<file path="src/rtl/audio_pkg.sv">
// rtl/audio_pkg.sv - shared audio sample types and helpers
package audio_pkg;

    localparam int AUDIO_DATA_W = 16;

    typedef struct packed {
        logic signed [AUDIO_DATA_W-1:0] left;
        logic signed [AUDIO_DATA_W-1:0] right;
    } sample_pair_t;

    // The most negative code has no positive twin, so it saturates to full scale.
    function automatic logic [AUDIO_DATA_W-2:0] sat_abs(input logic signed [AUDIO_DATA_W-1:0] x);
        logic [AUDIO_DATA_W-1:0] mag;
        mag = x[AUDIO_DATA_W-1] ? (~x + 1'b1) : x;
        return mag[AUDIO_DATA_W-1] ? {(AUDIO_DATA_W-1){1'b1}} : mag[AUDIO_DATA_W-2:0];
    endfunction

endpackage

</file>
<file path="src/rtl/adc_sample_capture_if.sv">
// rtl/adc_sample_capture_if.sv - sample-pair stream leaving the capture FIFO head
interface adc_sample_capture_if #(
    parameter int DATA_W = audio_pkg::AUDIO_DATA_W
);
    logic [2*DATA_W-1:0] tdata;
    logic                tvalid;
    logic                tready;

    modport master (output tdata, output tvalid, input tready);
    modport slave  (input tdata, input tvalid, output tready);
endinterface

</file>
<file path="src/rtl/sample_fifo.sv">
// rtl/sample_fifo.sv - show-ahead FIFO with same-edge push and pop
module sample_fifo #(
    parameter int WIDTH = 32,
    parameter int DEPTH = 4
) (
    input  logic             clk,
    input  logic             rst_n,
    input  logic             push,
    input  logic [WIDTH-1:0] push_data,
    input  logic             pop,
    output logic [WIDTH-1:0] head,
    output logic             full,
    output logic             empty
);
    localparam int PTR_W = $clog2(DEPTH);
    localparam int CNT_W = $clog2(DEPTH + 1);
    localparam logic [CNT_W-1:0] DEPTH_C = CNT_W'(DEPTH);

    logic [WIDTH-1:0] mem [DEPTH];
    logic [PTR_W-1:0] wr_ptr;
    logic [PTR_W-1:0] rd_ptr;
    logic [CNT_W-1:0] count;
    logic             push_ok;
    logic             pop_ok;

    assign empty   = (count == '0);
    assign full    = (count == DEPTH_C);
    assign pop_ok  = pop && !empty;
    // A pop on the same edge frees the slot a full FIFO needs for the push.
    assign push_ok = push && (!full || pop_ok);
    assign head    = mem[rd_ptr];

    always_ff @(posedge clk or negedge rst_n) begin
        if (!rst_n) begin
            for (int i = 0; i < DEPTH; i++) begin
                mem[i] <= '0;
            end
            wr_ptr <= '0;
            rd_ptr <= '0;
            count  <= '0;
        end else begin
            if (push_ok) begin
                mem[wr_ptr] <= push_data;
                wr_ptr      <= wr_ptr + 1'b1;
            end
            if (pop_ok) begin
                rd_ptr <= rd_ptr + 1'b1;
            end
            case ({push_ok, pop_ok})
                2'b10:   count <= count + 1'b1;
                2'b01:   count <= count - 1'b1;
                default: count <= count;
            endcase
        end
    end

endmodule

</file>
<file path="src/rtl/adc_sample_capture.sv">
// rtl/adc_sample_capture.sv - I2S ADC deserialiser with sample FIFO and windowed peak meter
module adc_sample_capture
    import audio_pkg::*;
#(
    parameter int DATA_W     = AUDIO_DATA_W,
    parameter int FIFO_DEPTH = 4,
    parameter int PEAK_WIN   = 1024
) (
    input  logic                 i_clk,
    input  logic                 i_rst_n,
    input  logic                 i_adclrck,
    input  logic                 i_adcdat,
    input  logic                 i_enable,
    adc_sample_capture_if.master m_axis,
    output logic                 o_overflow,
    input  logic                 i_clr_ovf,
    output logic [DATA_W-2:0]    o_peak,
    output logic                 o_peak_valid
);
    localparam int CNT_W = 5;
    localparam int WIN_W = (PEAK_WIN > 1) ? $clog2(PEAK_WIN) : 1;
    localparam logic [CNT_W-1:0] LAST_BIT = CNT_W'(DATA_W - 1);
    localparam logic [CNT_W-1:0] DONE_BIT = CNT_W'(DATA_W);
    localparam logic [WIN_W-1:0] WIN_LAST = WIN_W'(PEAK_WIN - 1);

    logic              lrck_q;
    logic              lrck_seen;
    logic              synced;
    logic              left_ok;
    logic [CNT_W-1:0]  bit_cnt;
    logic [DATA_W-2:0] shift_q;
    logic [DATA_W-1:0] left_word;
    logic [DATA_W-1:0] word_next;
    logic              transition;
    logic              falling;
    logic              capture;
    logic              word_done;

    logic                frame_q;
    logic [2*DATA_W-1:0] frame_data;

    logic [2*DATA_W-1:0] fifo_head;
    logic                fifo_full;
    logic                fifo_empty;
    logic                fifo_pop_ok;

    logic [DATA_W-2:0] cur_max;
    logic [WIN_W-1:0]  win_cnt;
    logic [DATA_W-2:0] abs_l;
    logic [DATA_W-2:0] abs_r;
    logic [DATA_W-2:0] peak_next;

    assign transition = lrck_seen && (i_adclrck != lrck_q);
    assign falling    = transition && !i_adclrck;
    assign word_next  = {shift_q, i_adcdat};
    // bit_cnt parks at DATA_W once a word is complete, so trailing bits are ignored.
    assign capture    = synced && !transition && (bit_cnt < DONE_BIT);
    assign word_done  = capture && (bit_cnt == LAST_BIT);

    always_ff @(posedge i_clk or negedge i_rst_n) begin
        if (!i_rst_n) begin
            lrck_q     <= 1'b0;
            lrck_seen  <= 1'b0;
            synced     <= 1'b0;
            left_ok    <= 1'b0;
            bit_cnt    <= '0;
            shift_q    <= '0;
            left_word  <= '0;
            frame_q    <= 1'b0;
            frame_data <= '0;
        end else begin
            lrck_q    <= i_adclrck;
            lrck_seen <= 1'b1;
            frame_q   <= 1'b0;
            if (transition) begin
                bit_cnt <= '0;
                if (falling) begin
                    synced  <= 1'b1;
                    left_ok <= 1'b0;
                end else if (bit_cnt != DONE_BIT) begin
                    left_ok <= 1'b0;
                end
            end else if (capture) begin
                shift_q <= word_next[DATA_W-2:0];
                bit_cnt <= bit_cnt + 1'b1;
                if (word_done && !lrck_q) begin
                    left_word <= word_next;
                    left_ok   <= 1'b1;
                end
                if (word_done && lrck_q && left_ok) begin
                    frame_q    <= i_enable;
                    frame_data <= {left_word, word_next};
                end
            end
        end
    end

    sample_fifo #(
        .WIDTH (2*DATA_W),
        .DEPTH (FIFO_DEPTH)
    ) u_fifo (
        .clk       (i_clk),
        .rst_n     (i_rst_n),
        .push      (frame_q),
        .push_data (frame_data),
        .pop       (m_axis.tready),
        .head      (fifo_head),
        .full      (fifo_full),
        .empty     (fifo_empty)
    );

    assign m_axis.tdata  = fifo_head;
    assign m_axis.tvalid = !fifo_empty;
    assign fifo_pop_ok   = m_axis.tready && !fifo_empty;

    assign abs_l = sat_abs(frame_data[2*DATA_W-1:DATA_W]);
    assign abs_r = sat_abs(frame_data[DATA_W-1:0]);

    always_comb begin
        peak_next = cur_max;
        if (abs_l > peak_next) begin
            peak_next = abs_l;
        end
        if (abs_r > peak_next) begin
            peak_next = abs_r;
        end
    end

    always_ff @(posedge i_clk or negedge i_rst_n) begin
        if (!i_rst_n) begin
            o_overflow   <= 1'b0;
            o_peak       <= '0;
            o_peak_valid <= 1'b0;
            cur_max      <= '0;
            win_cnt      <= '0;
        end else begin
            if (frame_q && fifo_full && !fifo_pop_ok) begin
                o_overflow <= 1'b1;
            end else if (i_clr_ovf) begin
                o_overflow <= 1'b0;
            end

            o_peak_valid <= 1'b0;
            if (frame_q) begin
                if (win_cnt == WIN_LAST) begin
                    o_peak       <= peak_next;
                    o_peak_valid <= 1'b1;
                    cur_max      <= '0;
                    win_cnt      <= '0;
                end else begin
                    cur_max <= peak_next;
                    win_cnt <= win_cnt + 1'b1;
                end
            end
        end
    end

endmodule

</file>
<file path="src/flat_wrapper.sv">
// flat-port wrapper written by rule: the top's interface ports become plain ports
module adc_sample_capture_flat import audio_pkg::*;
#(
    parameter int DATA_W     = AUDIO_DATA_W,
    parameter int FIFO_DEPTH = 4,
    parameter int PEAK_WIN   = 1024
)
  (i_clk, i_rst_n, i_adclrck, i_adcdat, i_enable, o_overflow, i_clr_ovf, o_peak, o_peak_valid, m_axis_tdata, m_axis_tvalid, m_axis_tready);
  adc_sample_capture_if #(.DATA_W(DATA_W)) m_axis_i ();
  input  logic i_clk;
  input  logic i_rst_n;
  input  logic i_adclrck;
  input  logic i_adcdat;
  input  logic i_enable;
  output logic o_overflow;
  input  logic i_clr_ovf;
  output logic [DATA_W-2:0] o_peak;
  output logic o_peak_valid;
  output wire logic [$bits(m_axis_i.tdata)-1:0] m_axis_tdata;
  output wire logic [$bits(m_axis_i.tvalid)-1:0] m_axis_tvalid;
  input wire logic [$bits(m_axis_i.tready)-1:0] m_axis_tready;
  assign m_axis_tdata = m_axis_i.tdata;
  assign m_axis_tvalid = m_axis_i.tvalid;
  assign m_axis_i.tready = m_axis_tready;
  adc_sample_capture #(.DATA_W(DATA_W), .FIFO_DEPTH(FIFO_DEPTH), .PEAK_WIN(PEAK_WIN)) u_core (.i_clk(i_clk), .i_rst_n(i_rst_n), .i_adclrck(i_adclrck), .i_adcdat(i_adcdat), .i_enable(i_enable), .m_axis(m_axis_i), .o_overflow(o_overflow), .i_clr_ovf(i_clr_ovf), .o_peak(o_peak), .o_peak_valid(o_peak_valid));
endmodule
</file>
<file path="config.mk">
export PLATFORM = sky130hd
export DESIGN_NAME = adc_sample_capture_flat
export DESIGN_NICKNAME = d
export VERILOG_FILES = /design/src/rtl/audio_pkg.sv /design/src/rtl/adc_sample_capture_if.sv /design/src/rtl/sample_fifo.sv /design/src/rtl/adc_sample_capture.sv /design/src/flat_wrapper.sv
export SDC_FILE = /design/constraint.sdc
export NUM_CORES = 1
export LEC_CHECK = 0
export BUFFER_PORTS_ARGS = -buffer_cell sky130_fd_sc_hd__buf_4
export CORE_MARGIN = 2
export CORE_UTILIZATION = 63
export CTS_BUF_LIST = sky130_fd_sc_hd__clkbuf_8
export DETAILED_ROUTE_END_ITERATION = 12
export PLACE_DENSITY = 0.81
export SYNTH_ARGS = -nofsm -noshare
export SYNTH_HDL_FRONTEND = slang
export SYNTH_HIERARCHICAL = 1
export SYNTH_SLANG_ARGS = --single-unit
</file>
<file path="constraint.sdc">
create_clock -name i_clk -period 13.69 [get_ports i_clk]
set_input_delay 2.0535 -clock i_clk [delete_from_list [all_inputs] [get_ports i_clk]]
set_output_delay 2.0535 -clock i_clk [all_outputs]
set_load 0.02 [all_outputs]
</file>
# ---- Word-level counts from Yosys, hierarchy flattened
# Cells that the tools add are included.
dict set report totals {
  ff_bits 250
  output_inout_bits 50
}
dict set report op_classes {
  add_sub_neg 8
  n_lt_le_gt_ge 6
  eq_ne 8
  n_mux 29
  bitwise_logic 5
  n_reduce_logical 31
}
# op count
set ops {}
lappend ops {{$bwmux 128} 1}
lappend ops {{$mux 32} 3}
lappend ops {{$mux 15} 5}
lappend ops {{$bmux 32 s2} 1}
lappend ops {{$demux 32 s2} 1}
lappend ops {{$add 16x1->16 const B} 2}
lappend ops {{$mux 16} 2}
lappend ops {{$not 16->16} 2}
lappend ops {{$gt 15x15->1} 2}
lappend ops {{$logic_and 1x1->1} 13}
lappend ops {{$mux 1} 12}
lappend ops {{$add 10x1->10 const B} 1}
lappend ops {{$eq 10x10->1 const B} 1}
lappend ops {{$mux 10} 1}
lappend ops {{$mux 5} 2}
lappend ops {{$reduce_and 3->1} 3}
lappend ops {{$reduce_bool 2->1} 4}
lappend ops {{$ge 3x3->1 const B} 2}
lappend ops {{$logic_not 1->1} 6}
lappend ops {{$not 2->3} 2}
lappend ops {{$pmux 3 s2} 1}
lappend ops {{$reduce_and 2->1} 3}
lappend ops {{$add 5x1->5 const B} 1}
lappend ops {{$eq 5x4->1 const B} 1}
lappend ops {{14 further kinds} 15}

# ---- Depth between registers and ports, before layout
# Gate-level depths: netlist of run 1.
dict set report depth {
  depth_word 11
  depth_mapped 28
  depth_no_buf 24
}

# ---- Hierarchy
# The synthesis of run 1 kept the hierarchy.
# module n_inst cells_each area_each_um2 seq_area_each_um2
set by_module_without_submodules {}
lappend by_module_without_submodules {adc_sample_capture 1 693 6869.1 2877.8}
lappend by_module_without_submodules {sample_fifo 1 349 5973.2 3378.2}

# ---- Worst setup path before layout of run 1
# OpenSTA, ideal clock, no wires.
dict set report synth_path {
  kind {reg2reg}
  start {register u_core.frame_data[21]}
  end {register u_core.cur_max[3]}
  setup_time_ns 0.126
  t_arrival_ns 6.458
  required_ns 13.564
  slack_ns 7.106
  path_stages_with_launch 26
  synth_period_minus_slack_ns 6.584
  path_cell_list {dfrtp_1 or4_1 buf_2 or4_1 o21ai_0 xor2_1 nand2_1 ha_1 nand2_1 or3_1 o21bai_1 a21oi_2 clkbuf_1 nor2_1 a31oi_1 inv_1 ha_1 nand2_1 or4_1 clkbuf_1 nor2_1 nand2_1 a21oi_1 nor2_2 a41o_1 a311o_1}
}
dict set report synth_via {
  elab_chain_cells 9
}
# item line
set synth_rtl {}
lappend synth_rtl {{start: declaration} adc_sample_capture.sv:40} ;# logic [2*DATA_W-1:0] frame_data;
lappend synth_rtl {{start signal: assignment} adc_sample_capture.sv:92} ;# frame_data <= {left_word, word_next};
lappend synth_rtl {{$not 16->16} audio_pkg.sv:14} ;# mag = x[AUDIO_DATA_W-1] ? (~x + 1'b1) : x;
lappend synth_rtl {{$add 16x1->16} audio_pkg.sv:14}
lappend synth_rtl {{$mux 16 (*)} audio_pkg.sv:14}
lappend synth_rtl {{$mux 15 (*)} audio_pkg.sv:15} ;# return mag[AUDIO_DATA_W-1] ? {(AUDIO_DATA_W-1){1'b1}} : mag[AUDIO_DATA_W-2:0];
lappend synth_rtl {{$gt 15x15->1} adc_sample_capture.sv:121} ;# if (abs_l > peak_next) begin
lappend synth_rtl {{$mux 15 (*)} adc_sample_capture.sv:121}
lappend synth_rtl {{$gt 15x15->1} adc_sample_capture.sv:124} ;# if (abs_r > peak_next) begin
lappend synth_rtl {{$mux 15 (*)} adc_sample_capture.sv:124}
lappend synth_rtl {{$mux 15 (*)} adc_sample_capture.sv:145} ;# if (win_cnt == WIN_LAST) begin
lappend synth_rtl {{end signal: assignment} adc_sample_capture.sv:151} ;# cur_max <= peak_next;
lappend synth_rtl {{end: declaration} adc_sample_capture.sv:47} ;# logic [DATA_W-2:0] cur_max;
# Every way passes the cells marked *; elsewhere a longest branch is shown, timed or not.
# A chain may end at the register's enable or synchronous reset.

# ---- Final worst setup path of run 1
# Same ends and word-level chain as after synthesis.

==> results of run 1 <==
-- registers in the layout, summed over array words and instances, names as in the netlist, 3 cells and up --
name / cells
u_core/frame_data: 32
u_core/left_word: 16
u_core/bit_cnt: 5
u_core/shift_q: 15
u_core/o_peak: 15
u_core/u_fifo/mem: 128
u_core/cur_max: 15
u_core/u_fifo/count: 3
u_core/win_cnt: 10
-- metrics by stage --
step           worst slack (ns)  total power, mW  area (um^2)
2_1_floorplan             7.106           0.9467        12840
3_3_place_gp              6.465           0.9997        13380
3_5_place_dp              6.248            1.006        13380
4_1_cts                   6.211            1.672        14210
5_1_grt                   5.612            1.723        14210
6_report                  6.081            1.651        14210
-- worst max-delay path, stage by stage (launching register included) --
cell	delay, ns
dfrtp_1	0.46
or4_1	0.69
or4_1	0.53
o21ai_0	0.22
xor2_1	0.24
nand2_1	0.08
ha_1	0.30
nand2_1	0.06
or3_1	0.36
o21bai_1	0.21
a21oi_2	0.83
a21oi_1	0.36
ha_1	0.42
nand2_1	0.10
or4_1	0.67
nor2_1	0.42
nand2_1	0.14
a21oi_1	0.45
nor2_2	0.34
a41o_1	0.32
a311o_1	0.30
-- kinds of logic after synthesis --
kind of cell    after synthesis
fa+ha+maj                    42
other cells                   1
xor+xnor                     36
buf+inv                     101
simple gates                230
mux                         241
flops                       250
compound gates              141
-- per-layer routing --
metal  routed length [um]  up-vias  part of all wire  track usage
met5                    0        -                 0            0
met4                  634        0             0.022      0.08398
met3                 1767       50             0.062      0.04596
met1                12040     4463              0.42       0.3722
met2                13960      310              0.49       0.4502
li1                     -     3932                 -            -
-- placed cells by master, fill, tap and decap left out, types with 7 or more instances in the layout --
cell      netlist  layout
dfrtp_1       250     249
mux4_2         32      32
o21ai_0        21      20
inv_1          45      56
mux2i_1        17      17
or3_1          12      12
and3_1          7       7
nor3_1         17      17
xnor2_1        13      13
mux2_2        191     191
xor2_1         23      23
buf_4           3      66
a21oi_1        33      33
a211oi_1       11      11
nor2_1         38      33
nand4_1        25      25
ha_1           40      40
clkbuf_8        0      51
o221ai_1        9       9
nand2_1        67      67
nand3_1        26      26
-- where the power goes --
part | internal (mW) | switching [mW] | total (mW) | leakage [nW]
logic | 0.0815 | 0.0916 | 0.173 | 3.09
clock network | 0.372 | 0.288 | 0.661 | 0.468
registers | 0.773 | 0.0442 | 0.817 | 3.42
-- how the worst min path moves through the flow --
stage,startpoint,cells after the start,to
floorplan,u_core/left_word[0],2,u_core/frame_data[16]
global placement,u_core/u_fifo/rd_ptr[1],1,u_core/u_fifo/rd_ptr[1]
CTS,u_core/u_fifo/rd_ptr[1],1,u_core/u_fifo/rd_ptr[1]
global route,u_core/u_fifo/rd_ptr[1],1,u_core/u_fifo/rd_ptr[1]
detailed placement,u_core/u_fifo/rd_ptr[1],1,u_core/u_fifo/rd_ptr[1]
finish,u_core/u_fifo/rd_ptr[1],1,u_core/u_fifo/rd_ptr[1]
-- cell type report --
class | instances | area share
Multi-Input combinational cell | 691 | 0.4297
Inverter | 45 | 0.01188
Sequential cell | 250 | 0.4402
Clock inverter | 17 | 0.009154
Timing Repair Buffer | 67 | 0.03591
Clock buffer | 51 | 0.04938
Tap cell | 270 | 0.02377
==> results.cfg, run 1 <==
[global_route]
grt_max_degree = 105
grt_pass1_wl_um = 46680
antenna_found_initial = 0
grt.overflow.total = 0
grt_pass1_vias = 8959
grt_usage = 0.2715

[sta]
setup_viol = 0
whs_ns = 0.4831
min_period_ns = 7.609
max-slew-margin-rel = 0.2074
min_period_over_period = 0.5558
rsz0062_at_grt = no
final_max_slew_viol_count = 0
fin_tns_setup_ns = 0
fin_skew_ns = 0.02089
worst_slew_pin_slew_ns = 1.186
hold_viol = 0
timing.fmax_mhz = 131.4

[critical_path]
crit_start = u_core/frame_data[21]
worst-r2r-cell-count = 20
r2r_end = u_core/cur_max[3]
cp-start-kind = register
critPathKind = register to register
arrival_ns = 8.04
reg2reg_slack_ns = 6.08
r2r_start = u_core/frame_data[21]
cp-end-kind = register
endpoint = u_core/cur_max[3]
worstPathRequired_ns = 14.12
worstPathMaxFanout = 25

[clock_tree]
cts_tree = built
post_cts_buffers = 0
cts.htree.levels = 2
cts_buffer_depth = 3
clk_latency_ns = 0.56
holdBufCountCts = 0
cts_root_buf = clkbuf_8
numCtsBuffers = 42
cts_num_sinks = 250
clk_pin_slew_ns = 0.06
cts_resized = 0

[pwr]
power_density_mw_per_mm2 = 116.2
p_leak_nw = 6.976
ir_worst_vdd_mv = 0.1155

[logic_synthesis]
yosysTopAreaCellShare = 0.4871
synth_compound_area_frac = 0.07794
synth_edf_count = 0
synth.area.top_cells = dfrtp_1 (49%), mux2_2 (17%), mux4_2 (5.6%)
synth-xor-area-share = 0.02455
synth-simple-area-share = 0.09168
netlist_top_cells_count = dfrtp_1 (250), mux2_2 (191), nand2_1 (67), inv_1 (45), ha_1 (40)
ys_warn_count = 6
yosysMostFrequentCell = dfrtp_1
synth_top_family_by_area = multiplexers
yosys_most_used_dff = dfrtp_1
yosys.area_share.adder = 0.04131
synthArstFlopShare = 1.000
syn_nets = 1090
syn_area_mm2 = 0.01284
synth_seq_cells = 250
yosysTopAreaCell = dfrtp_1
syn_inst = 1042
muxShareOfSynthArea = 0.2377
syn_area_per_cell_um2 = 12.32
yosysUniqueCellTypes = 73
ys_seq_area_frac = 0.4871

[die]
die_w_um = 146.8
die_height_um = 146.8
start_util = 0.6388
core_mm2 = 0.02010
num_rows = 52
dieArea_mm2 = 0.02154
io-pin-count = 57

[drt]
ant_nets = 0
drtIter0Drc = 635
drc = 0
wl_per_cell_um = 20.42
viasPerCell = 6.294
routed_wl_um = 28400
dr.pass1.iters = 5
vias = 8755

[placement]
place.port_buffers = 56
hpwl_um = 18690
numPlacedInstances = 1323
place_congestion = 0.9247

[finish]
syn_to_final_growth_pct = 10.69
seqCellArea_mm2 = 0.006257
layout-drive-gt1-share = 0.3310
fin_cells = 1391
finalCoreUtilization = 0.7071
fin_nets = 1145
multi_input_area_mm2 = 0.006108
diodes = 0
fill_cells = 1413

[status]
status = completed

[min_path]
hold_class = register to register

[run]
cap_violations = 0
Note: power is estimated with default switching activity, not from simulation.
==> run 2, diff against run 1 <==
==> constraint.sdc (replaced) <==
create_clock -name i_clk -period 7.84 [get_ports i_clk]
set_input_delay 1.176 -clock i_clk [delete_from_list [all_inputs] [get_ports i_clk]]
set_output_delay 1.176 -clock i_clk [all_outputs]
set_load 0.02 [all_outputs]
==> run 2 against run 1 <==
Against the previous run:
- clock skew increased by 0.0062 ns
- count of clock-buffer cells in the layout decreased by 3
- worst setup slack got worse by 5.5 ns
- non-clock buffer count increased by 1
- die area unchanged
- fmax increased by 5.2%
- first-iteration DRC count decreased by 0.16%
- sequential power increased by 75%
- global-route usage decreased by 0.87 points
- combinational power increased by 75%
- via count decreased by 1.6%
- wire length decreased by 2.9%
==> results.cfg, run 2 (synthesis gave the netlist of run 1 again) <==
[status]
status = completed

[pwr]
p_int_mw = 2.090
switching_share = 0.2634
clockPowerShare = 0.390
ir_worst_vdd_mv = 0.2144
comb_power_share = 0.107
p_leak_nw = 6.962
power_density_mw_per_mm2 = 199.8
p_switching_uw = 747.4
seqPwrFrac = 0.503

[sta]
setup_viol = 0
final_max_slew_viol_count = 0
whs_ns = 0.4826
min_period_over_period = 0.9225
worst_slew_pin_slew_ns = 1.216
fin_skew_ns = 0.02713
min_period_ns = 7.233
hold_viol = 0
timing.fmax_mhz = 138.3
max-slew-margin-rel = 0.1877
fin_tns_setup_ns = 0
rsz0062_at_grt = no

[finish]
final_common_cell = dfrtp_1
largest-register = u_core/u_fifo/mem
seqCellArea_mm2 = 0.006257
final_cell_area_mm2 = 0.01420
fin_nets = 1146
syn_to_final_growth_pct = 10.57
multi_input_area_mm2 = 0.006112
layout-drive-gt1-share = 0.3363
finalCoreUtilization = 0.7063
diodes = 0
fill_cells = 1411
largest_reg_flops = 128
top_regs = u_core/u_fifo/mem: 128 flops, u_core/frame_data: 32 flops, u_core/left_word: 16 flops
layout_common_cells = dfrtp_1 (249), mux2_2 (191), buf_4 (67), nand2_1 (67), inv_1 (53)

[placement]
place.port_buffers = 56
place_congestion = 0.9529
hpwl_um = 18100
placed_cell_area_mm2 = 0.01339

[critical_path]
cp-start-kind = register
worstPathRequired_ns = 8.24
reg2reg_slack_ns = 0.61
critPathKind = register to register
max_stage_delay_ns = 0.69
cp-end-kind = register
worstPathMaxFanout = 11
cp_slowest_cell = or4_1
path_cells = or4_1 > or4_1 > o21ai_0 > xor2_1 > nand2_1 > ha_1 > nand2_1 > or3_1 > o21bai_1 > a21oi_2 > buf_4 > mux2i_1 > ha_1 > nand4_1 > or4_1 > nor2_1 > nand4_1 > nand2_1 > nor3_1 > or3_1
arrival_ns = 7.63

[global_route]
antenna_found_initial = 0
grt_max_degree = 115
grt_pass1_wl_um = 45340
grt.overflow.total = 0
grt_usage = 0.2628
grt_pass1_vias = 8625

[die]
core_mm2 = 0.02010
num_rows = 52
start_util = 0.6388
die_w_um = 146.8
die_height_um = 146.8
io-pin-count = 57
dieArea_mm2 = 0.02154

[drt]
routed_wl_um = 27590
wl_per_cell_um = 19.79
viasPerCell = 6.179
dr.pass1.iters = 5
ant_nets = 0
drtIter0Drc = 634
vias = 8614
drc = 0

[clock_tree]
clk_pin_slew_ns = 0.06
cts_tree = built
cts_buffer_depth = 3
cts_root_buf = clkbuf_8
numCtsBuffers = 42
clk_latency_ns = 0.54
post_cts_buffers = 0
cts_num_sinks = 250
cts.htree.levels = 2

[min_path]
hold_class = register to register

[run]
cap_violations = 0
[run 2: cell types whose count changed in the layout (fill, tap and decap cells not counted), sizes merged]
cell / delta
clkbuf: -3
bufinv: -1
clkinvlp: +1
clkinv: +7
buf: +1
inv: -2
[run 2: layout make-up]
cell class	count	share of cell area
sequential	250	0.4407
multi-input combinational	691	0.4304
clock buffer	48	0.04652
timing repair buffer	68	0.03648
tap	270	0.02379
inverter	45	0.01190
clock inverter	22	0.01022
[run 2: worst paths after layout]
path	start	end	cells after the start
max in group asynchronous	i_rst_n	u_core/u_fifo/rd_ptr[0]	2
min	u_core/o_peak[2]	u_core/o_peak[2]	2
min reg2reg	u_core/o_peak[2]	u_core/o_peak[2]	2
max reg2reg	u_core/frame_data[21]	u_core/cur_max[7]	20
min in group asynchronous	i_rst_n	u_core/win_cnt[8]	1
max	u_core/frame_data[21]	u_core/cur_max[7]	20
[run 2: critical path: cells and delay by family, from the launching register on]
kind	cells	cell delay, ns
AO/OA/AOI/OAI	3	0.93
multiplexers	1	0.47
XOR/XNOR	1	0.21
flip-flops	1	0.45
adder cells (fa/ha/maj)	2	0.50
buffers and inverters	1	0.29
AND/OR/NAND/NOR	12	4.22
[run 2: per-layer routing]
layer / up-vias / global-route usage / part of all wire
li1: 3943 / - / -
met5: - / 0 / 0
met4: 0 / 0.07379 / 0.015
met3: 39 / 0.04627 / 0.052
met1: 4408 / 0.3726 / 0.45
met2: 224 / 0.4246 / 0.48
[run 2: through the flow]
step                power (mW)  instances  setup WS (ns)
floorplan                1.653       1042          1.256
global placement         1.748       1324         0.7787
detailed placement       1.756       1324         0.6214
CTS                      2.874       1394         0.5890
global route             2.970       1394        0.08150
finish                   2.837       1394         0.6074
[run 2: what timing repair did]
item                                    4_1_cts  5_1_grt
hold buffers                                  0        0
endpoints found under the setup margin        0        1
hold endpoints to repair                      0        0
resized for setup                             0        1
[run 2: power groups by stage]
stage | clock, mW | combinational [mW] | sequential (mW)
floorplan | 0 | 0.243 | 1.41
global placement | 0 | 0.304 | 1.44
detailed placement | 0 | 0.309 | 1.45
CTS | 1.14 | 0.312 | 1.43
global route | 1.20 | 0.334 | 1.44
finish | 1.11 | 0.303 | 1.43
==> run 3, diff against run 2 <==
--- a/config.mk
+++ b/config.mk
@@ -5,6 +5,7 @@
 export SDC_FILE = /design/constraint.sdc
 export NUM_CORES = 1
 export LEC_CHECK = 0
+export ABC_AREA = 1
 export BUFFER_PORTS_ARGS = -buffer_cell sky130_fd_sc_hd__buf_4
 export CORE_MARGIN = 2
 export CORE_UTILIZATION = 63
==> run 3 against run 2 <==
Against the previous run:
- global-route usage is 4.9 points higher
- sequential share of layout area is 0.68 points lower
- non-clock buffer count is 1 higher
- via count is 34% higher
- combinational power grew to 3.2 times the previous value
- count of clock-buffer cells in the layout is 10 higher
- wire length is 23% higher
- clock skew is 0.0062 ns lower
- hold slack worse by 0.018 ns
- critical endpoint is now u_core/o_peak[0]
- highest routed layer unchanged
==> results.cfg, run 3 <==
[die]
dieArea_mm2 = 0.02199
die_height_um = 148.3
io-pin-count = 57
die_w_um = 148.3
core_mm2 = 0.02036
num_rows = 52
start_util = 0.6440

[drt]
routed_wl_um = 33850
dr.pass1.iters = 5
vias = 11547
routed.top_layer = met4
drc = 0
drtIter0Drc = 979
ant_nets = 0
wl_per_cell_um = 17.38
dr_wl_met3_um = 2366
routed-wl-met2_um = 16010
viasPerCell = 5.928
wl_met1_um = 14590

[clock_tree]
cts_num_sinks = 250
holdBufCountCts = 0
post_cts_buffers = 0
cts_root_buf = clkbuf_8
cts.htree.levels = 2
cts_buffer_depth = 3
cts_resized = 0
cts_tree = built
numCtsBuffers = 43
clk_latency_ns = 0.56
clk_pin_slew_ns = 0.06

[critical_path]
path_buf_inv = 4
max_stage_delay_ns = 0.65
path_delay_family = simple AND/OR/NAND/NOR gates
crit_top_cell = nand2_1
r2r_start = u_core/frame_data[16]
cp-start-kind = register
cp_slowest_cell = o21ai_0
worstPathMaxFanout = 30
arrival_ns = 6.30
worstPathRequired_ns = 8.28
critPathKind = register to register
cp-end-kind = register
crit_start = u_core/frame_data[16]

[logic_synthesis]
syn_area_mm2 = 0.01312
synth.area.top_cells = dfrtp_1 (48%), nand2_1 (14%), nand4_1 (6.6%)
syn_inst = 1638
ys_warn_count = 6
yosysTopAreaCell = dfrtp_1
yosysMostFrequentCell = nand2_1
ys_seq_area_frac = 0.4770
yosys_most_used_dff = dfrtp_1
synth_edf_count = 0
synth_seq_cells = 250
synthArstFlopShare = 1.000
yosysTopAreaCellShare = 0.4770
yosysUniqueCellTypes = 49
syn_area_per_cell_um2 = 8.007
netlist_top_cells_count = nand2_1 (482), dfrtp_1 (250), nand4_1 (138), inv_1 (122), o21ai_0 (120)
syn_nets = 1686

[global_route]
grt_pass1_vias = 10934
grt_pass1_wl_um = 55310
grt.overflow.total = 0
grt_max_degree = 131
antenna_found_initial = 0
grt_usage = 0.3122

[run]
cap_violations = 0

[finish]
final_cell_area_mm2 = 0.01443
largest-register = u_core/u_fifo/mem
fin_nets = 1696
largest_reg_flops = 128
layout_common_cells = nand2_1 (482), dfrtp_1 (248), nand4_1 (138)
syn_to_final_growth_pct = 10.04
diodes = 0
final_common_cell = nand2_1
fin_cells = 1948
fill_cells = 1588
layout-drive-gt1-share = 0.1144
top_regs = u_core/u_fifo/mem: 128 flops, u_core/frame_data: 32 flops, u_core/left_word: 16 flops

[sta]
whs_ns = 0.4648
hold_viol = 0
fin_skew_ns = 0.02094
setup_viol = 0
final_max_slew_viol_count = 0
worst_slew_pin_slew_ns = 1.204
timing.fmax_mhz = 170.7
fin_tns_setup_ns = 0
rsz0062_at_grt = no
max-slew-margin-rel = 0.1974
min_period_over_period = 0.7474
min_period_ns = 5.860

[placement]
place_congestion = 0.9212
placed_cell_area_mm2 = 0.01351
numPlacedInstances = 1873
hpwl_um = 20800
place.port_buffers = 56

[pwr]
power_density_mw_per_mm2 = 249.2
ir_worst_vdd_mv = 0.1594
p_leak_nw = 7.573

[min_path]
hold_class = register to register
worstHoldStart = u_core/u_fifo/mem[54]

[status]
status = completed
-- run 3: worst paths after layout --
check | slack [ns] | depth (start not counted) | end
max | 1.98 | 29 | u_core/o_peak[0]
min | 0.46 | 2 | u_core/u_fifo/mem[54]
max reg2reg | 1.98 | 29 | u_core/o_peak[0]
min reg2reg | 0.46 | 2 | u_core/u_fifo/mem[54]
max in group asynchronous | 5.96 | 2 | u_core/frame_q
min in group asynchronous | 0.65 | 1 | u_core/u_fifo/mem[22]
-- run 3: layout make-up --
| type | instances | area [um^2] | share of cell area |
|---|---|---|---|
| clock inverter | 17 | 127.6 | 0.008843 |
| sequential | 250 | 6261 | 0.4338 |
| inverter | 129 | 484.2 | 0.03355 |
| multi-input combinational | 1155 | 5884 | 0.4078 |
| timing repair buffer | 69 | 538.0 | 0.03728 |
| tap | 270 | 337.8 | 0.02341 |
| clock buffer | 58 | 798.3 | 0.05531 |
-- run 3: cells by family (layout without fill, tap and decap cells) --
| kind of cell | count (synthesis) | count (layout) | share of synthesized area |
|---|---|---|---|
| simple gates | 870 | 870 | 0.3014 |
| other cells | 1 | 1 | 0.0002859 |
| buf+inv | 233 | 273 | 0.07460 |
| fa+ha+maj | 41 | 41 | 0.03969 |
| mux | 8 | 8 | 0.006774 |
| flops | 250 | 250 | 0.4770 |
| compound gates | 216 | 216 | 0.08758 |
| xor+xnor | 19 | 19 | 0.01269 |
-- run 3: tightest hold or removal path, cell delays in order, from the launching register on --
cell     delay, ns
dfrtp_1       0.34
nand2_1       0.05
nand2_1       0.04
-- run 3: metal layers --
metal	vias to the layer above	GRT usage
met5	-	0
met4	0	0.1138
met3	82	0.05399
met2	474	0.5074
met1	5533	0.4262
li1	5458	-
-- run 3: power by group --
group	internal [mW]	leakage [nW]	switching [mW]
logic	0.327	3.64	0.646
clock network	0.724	0.522	0.527
registers	1.34	3.41	0.0308
-- run 3: metrics by stage --
| stage | total power [mW] | setup slack [ns] | util |
|---|---|---|---|
| after floorplan | 2.023 | 3.199 | - |
| after global placement | 2.349 | 2.277 | 0.6632 |
| after detailed placement | 2.362 | 2.116 | 0.6632 |
| after CTS | 3.619 | 2.079 | 0.7087 |
| after global routing | 3.762 | 1.427 | 0.7087 |
| final | 3.596 | 1.980 | 0.7087 |
